File: src/rtl/gpu_bus_responder_if.sv
// CPU register-port bus plus command FIFO and framebuffer read port of the text GPU.
`timescale 1ns/1ps
interface gpu_bus_responder_if;
    logic       CLK_CPU;
    logic       CE;
    logic       RW;
    logic [1:0] ADDR;
    logic [7:0] DATA_IN;
    logic [7:0] DATA_OUT;
    logic       DATA_OE;
    logic       cmd_valid;
    logic [7:0] cmd_data;
    logic       cmd_ready;
    logic [6:0] cur_x;
    logic [5:0] cur_y;
    logic       busy;
    logic       fb_rd_req;
    logic [6:0] fb_rd_x;
    logic [5:0] fb_rd_y;
    logic       fb_rd_ack;
    logic [6:0] fb_rd_data;

    // Responder side
    modport slave (
        input  CLK_CPU, CE, RW, ADDR, DATA_IN, cmd_ready, cur_x, cur_y, busy,
               fb_rd_ack, fb_rd_data,
        output DATA_OUT, DATA_OE, cmd_valid, cmd_data, fb_rd_req, fb_rd_x, fb_rd_y
    );

    // CPU / engine / framebuffer side
    modport master (
        output CLK_CPU, CE, RW, ADDR, DATA_IN, cmd_ready, cur_x, cur_y, busy,
               fb_rd_ack, fb_rd_data,
        input  DATA_OUT, DATA_OE, cmd_valid, cmd_data, fb_rd_req, fb_rd_x, fb_rd_y
    );
endinterface

File: src/rtl/gpu_bus_responder.sv
// 6502-side register port of the text GPU: bus sampling, command FIFO, prefetching char reader.
`timescale 1ns/1ps
module gpu_bus_responder #(
    parameter int unsigned COLS        = 80,
    parameter int unsigned ROWS        = 60,
    parameter int unsigned FIFO_DEPTH  = 8,
    parameter int unsigned SYNC_STAGES = 2
) (
    input  logic                CLK_SYS,
    input  logic                RST,
    gpu_bus_responder_if.slave  bus
);
    localparam int unsigned XW = 7;
    localparam int unsigned YW = 6;
    localparam int unsigned DW = 8;
    localparam int unsigned AW = $clog2(FIFO_DEPTH);
    localparam int unsigned CW = AW + 1;
    localparam int unsigned SS = SYNC_STAGES;
    localparam logic [XW-1:0] X_MAX    = XW'(COLS - 1);
    localparam logic [YW-1:0] Y_MAX    = YW'(ROWS - 1);
    localparam logic [CW-1:0] CNT_FULL = CW'(FIFO_DEPTH);

    typedef enum logic {ST_IDLE, ST_REQ} fetch_st_e;

    logic [SS-1:0] phi2_sq, phi2_sd, ce_sq, ce_sd, rw_sq, rw_sd;
    logic          phi2_prev_q, phi2_prev_d;
    logic [1:0]    addr_q, addr_d;
    logic [DW-1:0] din_q, din_d;
    logic          acc_q, acc_d, rwl_q, rwl_d;
    logic [DW-1:0] data_out_q, data_out_d;
    logic          data_oe_q, data_oe_d;
    logic [DW-1:0] mem_q [FIFO_DEPTH];
    logic [AW-1:0] wptr_q, wptr_d, rptr_q, rptr_d;
    logic [CW-1:0] cnt_q, cnt_d;
    logic          cmd_valid_q, cmd_valid_d;
    logic [DW-1:0] cmd_data_q, cmd_data_d;
    logic          ovf_q, ovf_d;
    logic [XW-1:0] rx_q, rx_d, fbx_q, fbx_d;
    logic [YW-1:0] ry_q, ry_d, fby_q, fby_d;
    fetch_st_e     st_q, st_d;
    logic          pend_q, pend_d, req_q, req_d, rdvalid_q, rdvalid_d;
    logic [6:0]    rdchar_q, rdchar_d;

    logic phi2s, ces, rws, rise, fall, commit, wr_cmt, rd_cmt;
    logic push, pop, push_ok, full, empty, ptr_chg, enter_req;
    logic [DW-1:0] status;

    assign phi2s  = phi2_sq[SS-1];
    assign ces    = ce_sq[SS-1];
    assign rws    = rw_sq[SS-1];
    assign rise   = phi2s & ~phi2_prev_q;
    assign fall   = ~phi2s & phi2_prev_q;
    assign commit = fall & acc_q;
    assign wr_cmt = commit & ~rwl_q;
    assign rd_cmt = commit & rwl_q;
    assign full   = (cnt_q == CNT_FULL);
    assign empty  = (cnt_q == '0);
    assign push   = wr_cmt & (addr_q == 2'd0);
    assign pop    = cmd_valid_q & bus.cmd_ready;
    // A pop in the same cycle frees the slot a push at full needs
    assign push_ok = push & (~full | pop);
    assign status  = {ovf_q, full, empty, bus.busy, rdvalid_q, 3'b000};

    assign bus.DATA_OUT  = data_out_q;
    assign bus.DATA_OE   = data_oe_q;
    assign bus.cmd_valid = cmd_valid_q;
    assign bus.cmd_data  = cmd_data_q;
    assign bus.fb_rd_req = req_q;
    assign bus.fb_rd_x   = fbx_q;
    assign bus.fb_rd_y   = fby_q;

    // Next-state: bus sampling, register reads, FIFO, read pointer and fetch FSM
    always_comb begin
        phi2_sd     = {phi2_sq[SS-2:0], bus.CLK_CPU};
        ce_sd       = {ce_sq[SS-2:0], bus.CE};
        rw_sd       = {rw_sq[SS-2:0], bus.RW};
        phi2_prev_d = phi2s;
        addr_d      = addr_q;
        din_d       = din_q;
        acc_d       = acc_q;
        rwl_d       = rwl_q;
        data_out_d  = data_out_q;
        rx_d        = rx_q;
        ry_d        = ry_q;
        ovf_d       = ovf_q;
        st_d        = st_q;
        req_d       = req_q;
        fbx_d       = fbx_q;
        fby_d       = fby_q;
        rdchar_d    = rdchar_q;
        rdvalid_d   = rdvalid_q;
        enter_req   = 1'b0;

        // DATA_OE tracks the synchronised bus state with no extra lag
        data_oe_d = phi2_sq[SS-2] & ~ce_sq[SS-2] & rw_sq[SS-2];

        if (phi2s) begin
            addr_d = bus.ADDR;
            din_d  = bus.DATA_IN;
            acc_d  = ~ces;
            rwl_d  = rws;
        end

        if (rise && !ces && rws) begin
            case (bus.ADDR)
                2'd0:    data_out_d = status;
                2'd1:    data_out_d = {1'b0, bus.cur_x};
                2'd2:    data_out_d = {2'b00, bus.cur_y};
                default: data_out_d = {rdvalid_q, rdchar_q};
            endcase
        end

        rptr_d      = pop ? rptr_q + AW'(1) : rptr_q;
        wptr_d      = push_ok ? wptr_q + AW'(1) : wptr_q;
        cnt_d       = cnt_q + CW'(push_ok) - CW'(pop);
        cmd_valid_d = (cnt_d != '0);
        // Head bypass when the pushed byte lands in an otherwise empty FIFO
        cmd_data_d  = (push_ok && (cnt_q - CW'(pop)) == '0) ? din_q : mem_q[rptr_d];

        if (push && !push_ok) begin
            ovf_d = 1'b1;
        end else if (rd_cmt && addr_q == 2'd0) begin
            ovf_d = 1'b0;
        end

        if (wr_cmt && addr_q == 2'd1) begin
            rx_d = (din_q[XW-1:0] > X_MAX) ? X_MAX : din_q[XW-1:0];
        end else if (wr_cmt && addr_q == 2'd2) begin
            ry_d = (din_q[YW-1:0] > Y_MAX) ? Y_MAX : din_q[YW-1:0];
        end else if (rd_cmt && addr_q == 2'd3) begin
            if (rx_q == X_MAX) begin
                rx_d = '0;
                ry_d = (ry_q == Y_MAX) ? '0 : ry_q + YW'(1);
            end else begin
                rx_d = rx_q + XW'(1);
            end
        end
        ptr_chg = (rx_d != rx_q) || (ry_d != ry_q);

        case (st_q)
            ST_IDLE: begin
                if (pend_q) enter_req = 1'b1;
            end
            default: begin
                if (bus.fb_rd_ack) begin
                    if (pend_q) begin
                        enter_req = 1'b1;
                    end else begin
                        st_d  = ST_IDLE;
                        req_d = 1'b0;
                        // A pointer move in the ack cycle makes the data stale
                        if (!ptr_chg) begin
                            rdchar_d  = bus.fb_rd_data;
                            rdvalid_d = 1'b1;
                        end
                    end
                end
            end
        endcase

        if (enter_req) begin
            st_d  = ST_REQ;
            req_d = 1'b1;
            fbx_d = rx_q;
            fby_d = ry_q;
        end
        pend_d = ptr_chg | (pend_q & ~enter_req);
        if (ptr_chg) rdvalid_d = 1'b0;
    end

    // State registers; reset arms a fetch of (0,0)
    always_ff @(posedge CLK_SYS or negedge RST) begin
        if (!RST) begin
            phi2_sq     <= '0;
            ce_sq       <= '1;
            rw_sq       <= '0;
            phi2_prev_q <= 1'b0;
            addr_q      <= '0;
            din_q       <= '0;
            acc_q       <= 1'b0;
            rwl_q       <= 1'b0;
            data_out_q  <= '0;
            data_oe_q   <= 1'b0;
            wptr_q      <= '0;
            rptr_q      <= '0;
            cnt_q       <= '0;
            cmd_valid_q <= 1'b0;
            cmd_data_q  <= '0;
            ovf_q       <= 1'b0;
            rx_q        <= '0;
            ry_q        <= '0;
            st_q        <= ST_IDLE;
            pend_q      <= 1'b1;
            req_q       <= 1'b0;
            fbx_q       <= '0;
            fby_q       <= '0;
            rdchar_q    <= '0;
            rdvalid_q   <= 1'b0;
        end else begin
            phi2_sq     <= phi2_sd;
            ce_sq       <= ce_sd;
            rw_sq       <= rw_sd;
            phi2_prev_q <= phi2_prev_d;
            addr_q      <= addr_d;
            din_q       <= din_d;
            acc_q       <= acc_d;
            rwl_q       <= rwl_d;
            data_out_q  <= data_out_d;
            data_oe_q   <= data_oe_d;
            wptr_q      <= wptr_d;
            rptr_q      <= rptr_d;
            cnt_q       <= cnt_d;
            cmd_valid_q <= cmd_valid_d;
            cmd_data_q  <= cmd_data_d;
            ovf_q       <= ovf_d;
            rx_q        <= rx_d;
            ry_q        <= ry_d;
            st_q        <= st_d;
            pend_q      <= pend_d;
            req_q       <= req_d;
            fbx_q       <= fbx_d;
            fby_q       <= fby_d;
            rdchar_q    <= rdchar_d;
            rdvalid_q   <= rdvalid_d;
        end
    end

    // FIFO storage, no reset needed
    always_ff @(posedge CLK_SYS) begin
        if (push_ok) mem_q[wptr_q] <= din_q;
    end
endmodule

File: src/flat_wrapper.sv
// flat-port wrapper written by rule: the top's interface ports become plain ports
module gpu_bus_responder_flat 
#(
    parameter int unsigned COLS        = 80,
    parameter int unsigned ROWS        = 60,
    parameter int unsigned FIFO_DEPTH  = 8,
    parameter int unsigned SYNC_STAGES = 2
)
  (CLK_SYS, RST, bus_CLK_CPU, bus_CE, bus_RW, bus_ADDR, bus_DATA_IN, bus_cmd_ready, bus_cur_x, bus_cur_y, bus_busy, bus_fb_rd_ack, bus_fb_rd_data, bus_DATA_OUT, bus_DATA_OE, bus_cmd_valid, bus_cmd_data, bus_fb_rd_req, bus_fb_rd_x, bus_fb_rd_y);
  gpu_bus_responder_if bus_i ();
  input  logic CLK_SYS;
  input  logic RST;
  input wire logic [$bits(bus_i.CLK_CPU)-1:0] bus_CLK_CPU;
  input wire logic [$bits(bus_i.CE)-1:0] bus_CE;
  input wire logic [$bits(bus_i.RW)-1:0] bus_RW;
  input wire logic [$bits(bus_i.ADDR)-1:0] bus_ADDR;
  input wire logic [$bits(bus_i.DATA_IN)-1:0] bus_DATA_IN;
  input wire logic [$bits(bus_i.cmd_ready)-1:0] bus_cmd_ready;
  input wire logic [$bits(bus_i.cur_x)-1:0] bus_cur_x;
  input wire logic [$bits(bus_i.cur_y)-1:0] bus_cur_y;
  input wire logic [$bits(bus_i.busy)-1:0] bus_busy;
  input wire logic [$bits(bus_i.fb_rd_ack)-1:0] bus_fb_rd_ack;
  input wire logic [$bits(bus_i.fb_rd_data)-1:0] bus_fb_rd_data;
  output wire logic [$bits(bus_i.DATA_OUT)-1:0] bus_DATA_OUT;
  output wire logic [$bits(bus_i.DATA_OE)-1:0] bus_DATA_OE;
  output wire logic [$bits(bus_i.cmd_valid)-1:0] bus_cmd_valid;
  output wire logic [$bits(bus_i.cmd_data)-1:0] bus_cmd_data;
  output wire logic [$bits(bus_i.fb_rd_req)-1:0] bus_fb_rd_req;
  output wire logic [$bits(bus_i.fb_rd_x)-1:0] bus_fb_rd_x;
  output wire logic [$bits(bus_i.fb_rd_y)-1:0] bus_fb_rd_y;
  assign bus_i.CLK_CPU = bus_CLK_CPU;
  assign bus_i.CE = bus_CE;
  assign bus_i.RW = bus_RW;
  assign bus_i.ADDR = bus_ADDR;
  assign bus_i.DATA_IN = bus_DATA_IN;
  assign bus_i.cmd_ready = bus_cmd_ready;
  assign bus_i.cur_x = bus_cur_x;
  assign bus_i.cur_y = bus_cur_y;
  assign bus_i.busy = bus_busy;
  assign bus_i.fb_rd_ack = bus_fb_rd_ack;
  assign bus_i.fb_rd_data = bus_fb_rd_data;
  assign bus_DATA_OUT = bus_i.DATA_OUT;
  assign bus_DATA_OE = bus_i.DATA_OE;
  assign bus_cmd_valid = bus_i.cmd_valid;
  assign bus_cmd_data = bus_i.cmd_data;
  assign bus_fb_rd_req = bus_i.fb_rd_req;
  assign bus_fb_rd_x = bus_i.fb_rd_x;
  assign bus_fb_rd_y = bus_i.fb_rd_y;
  gpu_bus_responder #(.COLS(COLS), .ROWS(ROWS), .FIFO_DEPTH(FIFO_DEPTH), .SYNC_STAGES(SYNC_STAGES)) u_core (.CLK_SYS(CLK_SYS), .RST(RST), .bus(bus_i));
endmodule
File: config.mk
export PLATFORM = sky130hd
export DESIGN_NAME = gpu_bus_responder_flat
export DESIGN_NICKNAME = d
export VERILOG_FILES = /design/src/rtl/gpu_bus_responder_if.sv /design/src/rtl/gpu_bus_responder.sv /design/src/flat_wrapper.sv
export SDC_FILE = /design/constraint.sdc
export NUM_CORES = 1
export LEC_CHECK = 0
export CAP_MARGIN = 40
export CORE_MARGIN = 4
export CORE_UTILIZATION = 59
export CTS_BUF_LIST = sky130_fd_sc_hd__clkbuf_2 sky130_fd_sc_hd__clkbuf_4 sky130_fd_sc_hd__clkbuf_8
export DETAILED_ROUTE_END_ITERATION = 16
export GPL_TIMING_DRIVEN = 0
export MAX_ROUTING_LAYER = met4
export PLACE_DENSITY = 0.87
export SETUP_SLACK_MARGIN = 0.4
export SYNTH_ARGS = -nofsm -noshare
export SYNTH_HDL_FRONTEND = slang
export SYNTH_SLANG_ARGS = --single-unit
export TNS_END_PERCENT = 30
File: constraint.sdc
create_clock -name CLK_SYS -period 4 [get_ports CLK_SYS]
set_input_delay 0.8 -clock CLK_SYS [delete_from_list [all_inputs] [get_ports CLK_SYS]]
set_output_delay 0.8 -clock CLK_SYS [all_outputs]
set_load 0.02 [all_outputs]
==> results of run 1 <==
cells by family (layout without fill, tap and decap cells):
| group | Yosys count | count (layout) | share of synthesized area (%) |
|---|---|---|---|
| buffers and inverters | 45 | 156 | 2.669 |
| adders and majority gates | 13 | 13 | 2.453 |
| DFF | 149 | 149 | 58.41 |
| muxes | 78 | 78 | 13.80 |
| and+or+nand+nor | 149 | 149 | 12.03 |
| xor gates and xnor gates | 10 | 10 | 1.262 |
| AOI/OAI and AO/OA | 106 | 106 | 9.378 |
worst register-to-register path, stage by stage (launching register included):
cell and delay, ps:
dfrtp_1 390, buf_6 150, nand4bb_1 220, buf_2 230, nor4_2 750, ha_1 310, inv_1 60, fa_1 490
inv_1 70, or4_1 530
placed cells by master, fill, tap and decap left out, types with 13 or more instances in the layout:
cell type,instances
dfrtp_1,82
clkdlybuf4s50_1,68
edfxtp_1,64
nor2_1,40
nand2_1,38
mux2i_1,36
a21oi_1,32
mux2_2,31
o21ai_0,28
inv_1,21
clkbuf_8,18
clkbuf_1,13
metrics by stage:
step,total power [uW],instances
floorplan,3436,550
global placement,3995,762
detailed placement,4130,771
CTS,5471,803
global route,5735,804
finish,5447,804
worst max-delay path by stage:
stage | start | end | depth (start not counted)
2_1_floorplan | bus_cmd_ready | u_core.bus.cmd_valid | 9
3_3_place_gp | RST | u_core.rx_q[3] | 1
3_5_place_dp | bus_cmd_ready | u_core.mem_q[6][5] | 8
4_1_cts | bus_cmd_ready | u_core.mem_q[6][5] | 8
5_1_grt | bus_cmd_ready | u_core.mem_q[3][5] | 8
6_report | bus_cmd_ready | u_core.bus.cmd_valid | 10
report_power, final:
part | internal [uW] | switching (uW)
Clock | 772 | 546
Combinational | 963 | 1000
Sequential | 1910 | 253
Total | 3640 | 1800
state kept, by name (all words and copies together) (netlist names), 7 cells and up:
register             count
u_core.bus.DATA_OUT      8
u_core.rx_q              7
u_core.din_q             8
u_core.bus.cmd_data      8
u_core.bus.fb_rd_x       7
u_core.rdchar_q          7
u_core.mem_q            64
routing by layer:
layer  global-route usage, %  part of all wire (%)
met1                   33.01                    40
met2                   44.66                    53
met3                   5.959                   5.2
met4                   9.281                   2.2
met5                       -                     0
cell type report:
| type | instances | area, um^2 | share of cell area (%) |
|---|---|---|---|
| Buffer | 24 | 106.4 | 1.272 |
| Clock buffer | 21 | 270.3 | 3.233 |
| Clock inverter | 11 | 180.2 | 2.155 |
| Inverter | 21 | 78.83 | 0.9428 |
| Multi-Input combinational cell | 356 | 2723 | 32.57 |
| Sequential cell | 149 | 4053 | 48.47 |
| Tap cell | 143 | 178.9 | 2.140 |
| Timing Repair Buffer | 79 | 770.7 | 9.219 |
Yosys cell counts, drive strengths merged (11+ instances only):
library cell / count
buf: 11
dfrtp: 82
ha: 12
inv: 21
clkbuf: 13
mux2i: 36
edfxtp: 64
nor2: 40
nor2b: 11
nand2: 38
mux4: 11
a21oi: 33
mux2: 31
o21ai: 28
==> metrics.md, run 1 <==
| Metric | Value |
|---|---|
| Residual DRC | 0 |
| Crit-path most repeated cell | inv_1 |
| Vias in the first global route | slightly above 5000 |
| Worst setup SP type | primary input |
| Core ar. | 11470 um^2 |
| IR drop worst, VDD | roughly 0.42 mV |
| Mean Syn Cell Area | 12.61 um^2 |
| Placement Setup Slack | 1.498 ps |
| Yosys cell types | 67 |
| Row cnt | 39 |
| Layout net count | 699 |
| Net count after synthesis | around 600 |
| Mapped Cells | 550 |
| CP Capture Type | flip-flop |
| Cell Pwr Density | 651.5 nW/um^2 |
| Reg2reg end | u_core.bus.cmd_valid |
| Worst-Margin Slew | 973.5 ps |
| Largest cells by area after synthesis | dfrtp_1 30%, edfxtp_1 28%, mux2i_1 5.2% |
| Sinks on Clock Net | roughly 150 |
| DR iter-0 viols | between 400 and 500 |
| Post-synth EDFFs | between 60 and 70 |
| CTS Buffer Depth | 2 |
| # diodes | 0 |
| CP top delay family | simple AND/OR/NAND/NOR gates |
| Vias/cell | between 6 and 7 |
| Routed len/inst | 20.30 um |
| Io pins | 70 |
| Crit-path cells | clkdlybuf4s50_1 -> nand2_1 -> inv_1 -> nor2_1 -> nor4_2 -> ha_1 -> inv_1 -> fa_1 -> inv_1 -> or4_1 |
| Pin count of the biggest net entering global routing | 63 |
| Critical Path Fanout Max | 10 |
| Clock-pin slew on the worst setup and hold paths | 80 ps |
| Die width | 116.4 um |
| Ys async rst share | 57.05% |
| RePlAce Congestion | 0.9492 |
| Dominant cell type by area after synthesis | dfrtp_1 |
| Hold-fix buffers, CTS | 0 |
| Slowest stage cell, crit path | nor4_2 |
| Setup bufs post-CTS | 0 |
| Layout cells sized above 1 | 16.64% |
| Min Tclk post-route | 3537 ps |
| Cell leakage power | 0.003260 uW |
| Data arrival, critical path | just under 4000 ps |
| Port bufs | 69 |
| Total Routing Usage GR | 26.99% |
| Initial antenna violation count | 0 |
| Clock skew | approximately 11 ps |
| Post-synth top area share | 29.58% |
| CTS H-Tree Depth | 4 |
| Total negative slack | 0 ps |
| GR Overflow Total | 0 |
| HPWL Detailed | about 11 mm |
| Number of fill cells | 796 |
| Max_slew headroom | between 30% and 40% |
| Max cap viols | 0 |
| First-pass GRT wire length | 26.67 mm |
| R2R Setup Slk | 680 ps |
| Period utilisation layout | 88.41% |
| CTS root buf | clkbuf_8 |
| CTS tree | yes |
| CTS Buf Count | 17 |
| Post-route cell area | 8361 um^2 |
| Die area | 13560 um^2 |
| Cell area after technology mapping | 6938 um^2 |
| Reg2Reg Depth | 9 |
| Core Util, Final | ~73% |
| Worst hold slack | approximately 240 ps |
| Endpoints failing hold | 0 |
| Tightest Hold Check Type | primary input to asynchronous set/reset pin |
| RSZ-0062 raised after global routing | yes |
| Slowest stage delay, CP | 800 ps |
| Setup slack after layout | 463.4 ps |
| Area after DPL | ~7900 um^2 |
| Synth warn | 0 |
| Die height | between 100 and 150 um |
| Resized Gates After CTS | 0 |
| Vias | between 4000 and 5000 |
| Outcome | finished, final reports clean |
| Critical path buffers and inverters | 4 |
| Final Setup Violations | 0 |
| Synth Register Bits | 149 |
| Initial core utilization | between 60% and 70% |
| Clock Latency Late Sink | approximately 460 ps |
| Critical path class | primary input to flip-flop |
| Max Fclk | 282.8 MHz |
| Reg2reg start | u_core.phi2_sq[1] |
| Final wirelength | between 15 and 20 mm |
| Synth Flop Type | dfrtp_1 |
| Post-synthesis sequential area ratio | about three fifths |
| Synth-to-Final Area Change | 20.50% |
| Final ANT Viol Nets | 0 |
| Req. time, crit path | 4320 ps |
| TritonRoute pass-1 iters | 5 |
| Max-slew violations | 0 |
Power figures use the tool's default switching activity.
==> run 2: changes to the inputs <==
- CAP_MARGIN: 40 -> 20
==> run 2 against run 1 <==
Against the previous run:
- count of clock-buffer cells in the layout decreased by 4
- critical endpoint unchanged
- first-iteration DRC count decreased by 11%
- clock skew decreased by 1.9 ps
- combinational power about the same
- via count decreased by 0.65%
- critical path depth unchanged
==> metrics.md, run 2 (same netlist as run 1, synthesis figures left out) <==
| Metric | Value |
|---|---|
| Layout net count | approximately 700 |
| Vias/cell | 6.131 |
| Vias in the first global route | ~5000 |
| Cells after DPL | 768 |
| Critical path class | primary input to flip-flop |
| HPWL Detailed | 11.30 mm |
| Cell leakage power | 0.003217 uW |
| Total negative slack | 0 ps |
| CTS Buf Count | 17 |
| Die height | 116.4 um |
| Final wirelength | 15.68 mm |
| Synth-to-Final Area Change | 19.68% |
| CTS root buf | clkbuf_8 |
| CTS tree | yes |
| Routed len/inst | 19.60 um |
| Die area | 13560 um^2 |
| Residual DRC | 0 |
| Tot Pwr | 5296 uW |
| Initial core utilization | ~61% |
| Sinks on Clock Net | 149 |
| Period utilisation layout | 85.91% |
| Worst setup SP type | primary input |
| Most common cell after layout, fill and taps aside | dfrtp_1 |
| Reg2reg start | u_core.phi2_sq[1] |
| Commonest cells after routing, fill and taps aside | 82 x dfrtp_1, 68 x clkdlybuf4s50_1, 64 x edfxtp_1, 40 x nor2_1, 38 x nand2_1 |
| Crit-path cells | clkdlybuf4s50_1 -> nand2_1 -> inv_1 -> nor2_1 -> nor4_2 -> ha_1 -> inv_1 -> fa_1 -> xor2_1 -> or4_1 |
| Clock Latency Late Sink | 450 ps |
| Non-Filler Instances | 800 |
| Max_slew headroom | 21.40% |
| Largest register FFs | 64 |
| Worst hold slack | 248.7 ps |
| Total Routing Usage GR | 25.63% |
| Row cnt | 39 |
| CTS Buffer Depth | 2 |
| Vias | 4905 |
| Clock-pin slew on the worst setup and hold paths | 80 ps |
| RSZ-0062 raised after global routing | no |
| Outcome | finished, final reports clean |
| DR iter-0 viols | 412 |
| Max-slew violations | 0 |
| Die width | 116.4 um |
| # diodes | 0 |
| Layout cells sized above 1 | about 16% |
| Largest Register | u_core.mem_q |
| Worst-Margin Slew | 1170 ps |
| Max cap viols | 0 |
| Slowest stage delay, CP | between 700 and 800 ps |
| Max Fclk | between 200 and 300 MHz |
| TritonRoute pass-1 iters | 6 |
| WL met2 | approximately 8.0 mm |
| Crit-path most repeated cell | inv_1 |
| Min Tclk post-route | 3436 ps |
| Wire length on met3 | 885 um |
| Hold-fix buffers, CTS | 0 |
| Met1 WL | 6.412 mm |
| Data arrival, critical path | 3760 ps |
| Core Util, Final | ~72% |
| GR Overflow Total | 0 |
| Crit path from | bus_cmd_ready |
| Core ar. | 11470 um^2 |
| Port bufs | 69 |
| Tightest Hold Check Type | primary input to asynchronous set/reset pin |
| Clock skew | 8.832 ps |
| First-pass GRT wire length | 25.63 mm |
| CTS H-Tree Depth | 4 |
| Pin count of the biggest net entering global routing | 63 |
| Req. time, crit path | 4330 ps |
| Max Used Layer | met4 |
| Final ANT Viol Nets | 0 |
| Slowest stage cell, crit path | nor4_2 |
| Endpoints failing hold | 0 |
| Final Setup Violations | 0 |
| Io pins | 70 |
| Number of fill cells | 786 |
| CP Capture Type | flip-flop |
| Initial antenna violation count | 0 |
| Cell Pwr Density | 637.8 nW/um^2 |
| Critical Path Fanout Max | 10 |
| RePlAce Congestion | ~0.95 |
| IR drop worst, VDD | approximately 0.45 mV |
-- run 2: cell count changes in the layout (fill, tap and decap cells not counted) --
cell / before / now
clkinv_4: 0 / 6
clkbuf_4: 4 / 0
buf_2: 12 / 9
bufinv_16: 5 / 3
clkinv_1: 2 / 0
clkbuf_8: 18 / 17
clkinvlp_4: 1 / 2
inv_6: 0 / 1
-- run 2: metal layers --
| layer | GRT usage (%) | up-vias |
|---|---|---|
| met4 | 9.126 | 0 |
| met3 | 5.907 | 33 |
| met2 | 41.84 | 203 |
| met1 | 31.55 | 2442 |
| met5 | - | - |
| li1 | - | 2227 |
-- run 2: final cells by class --
class,count,area [um^2],area share (%)
Buffer,24,106.4,1.281
Clock buffer,17,234.0,2.818
Clock inverter,15,181.4,2.185
Inverter,21,78.83,0.9494
Multi-Input combinational cell,356,2723,32.79
Sequential cell,149,4053,48.81
Tap cell,143,178.9,2.155
Timing Repair Buffer,75,748.2,9.011
-- run 2: stage by stage --
step | setup WS [ps] | instance area (um^2)
finish | 563.6 | 8303
global placement | -1001 | 7807
floorplan | 974.8 | 6938
CTS | 544.6 | 8298
detailed placement | 94.25 | 7883
global route | 406.7 | 8303
-- run 2: worst max-delay path: cells and delay by family --
family	cells	cell delay, ps
simple gates	4	1440
xor+xnor	1	190
fa+ha+maj	2	680
buf+inv	3	660
-- run 2: power breakdown --
part           internal (uW)  switching [uW]
clock                    619             578
combinational            956             992
sequential              1910             242
total                   3480            1810
-- run 2: worst paths after layout --
check	to	slack [ps]	cells after the start
min in group CLK_SYS	u_core.ce_sq[1]	370	0
max in group asynchronous	u_core.ce_sq[1]	3080	2
worst min-delay path	u_core.bus.cmd_data[7]	250	1
worst min register to register	u_core.ce_sq[1]	370	0
worst max-delay path	u_core.bus.cmd_valid	560	10
worst max register to register	u_core.bus.cmd_valid	790	9
-- run 2: timing repair --
item | 4_1_cts | 5_1_grt
setup endpoints to repair | 0 | 4
setup buffers | 0 | 0
gates resized for setup | 0 | 1
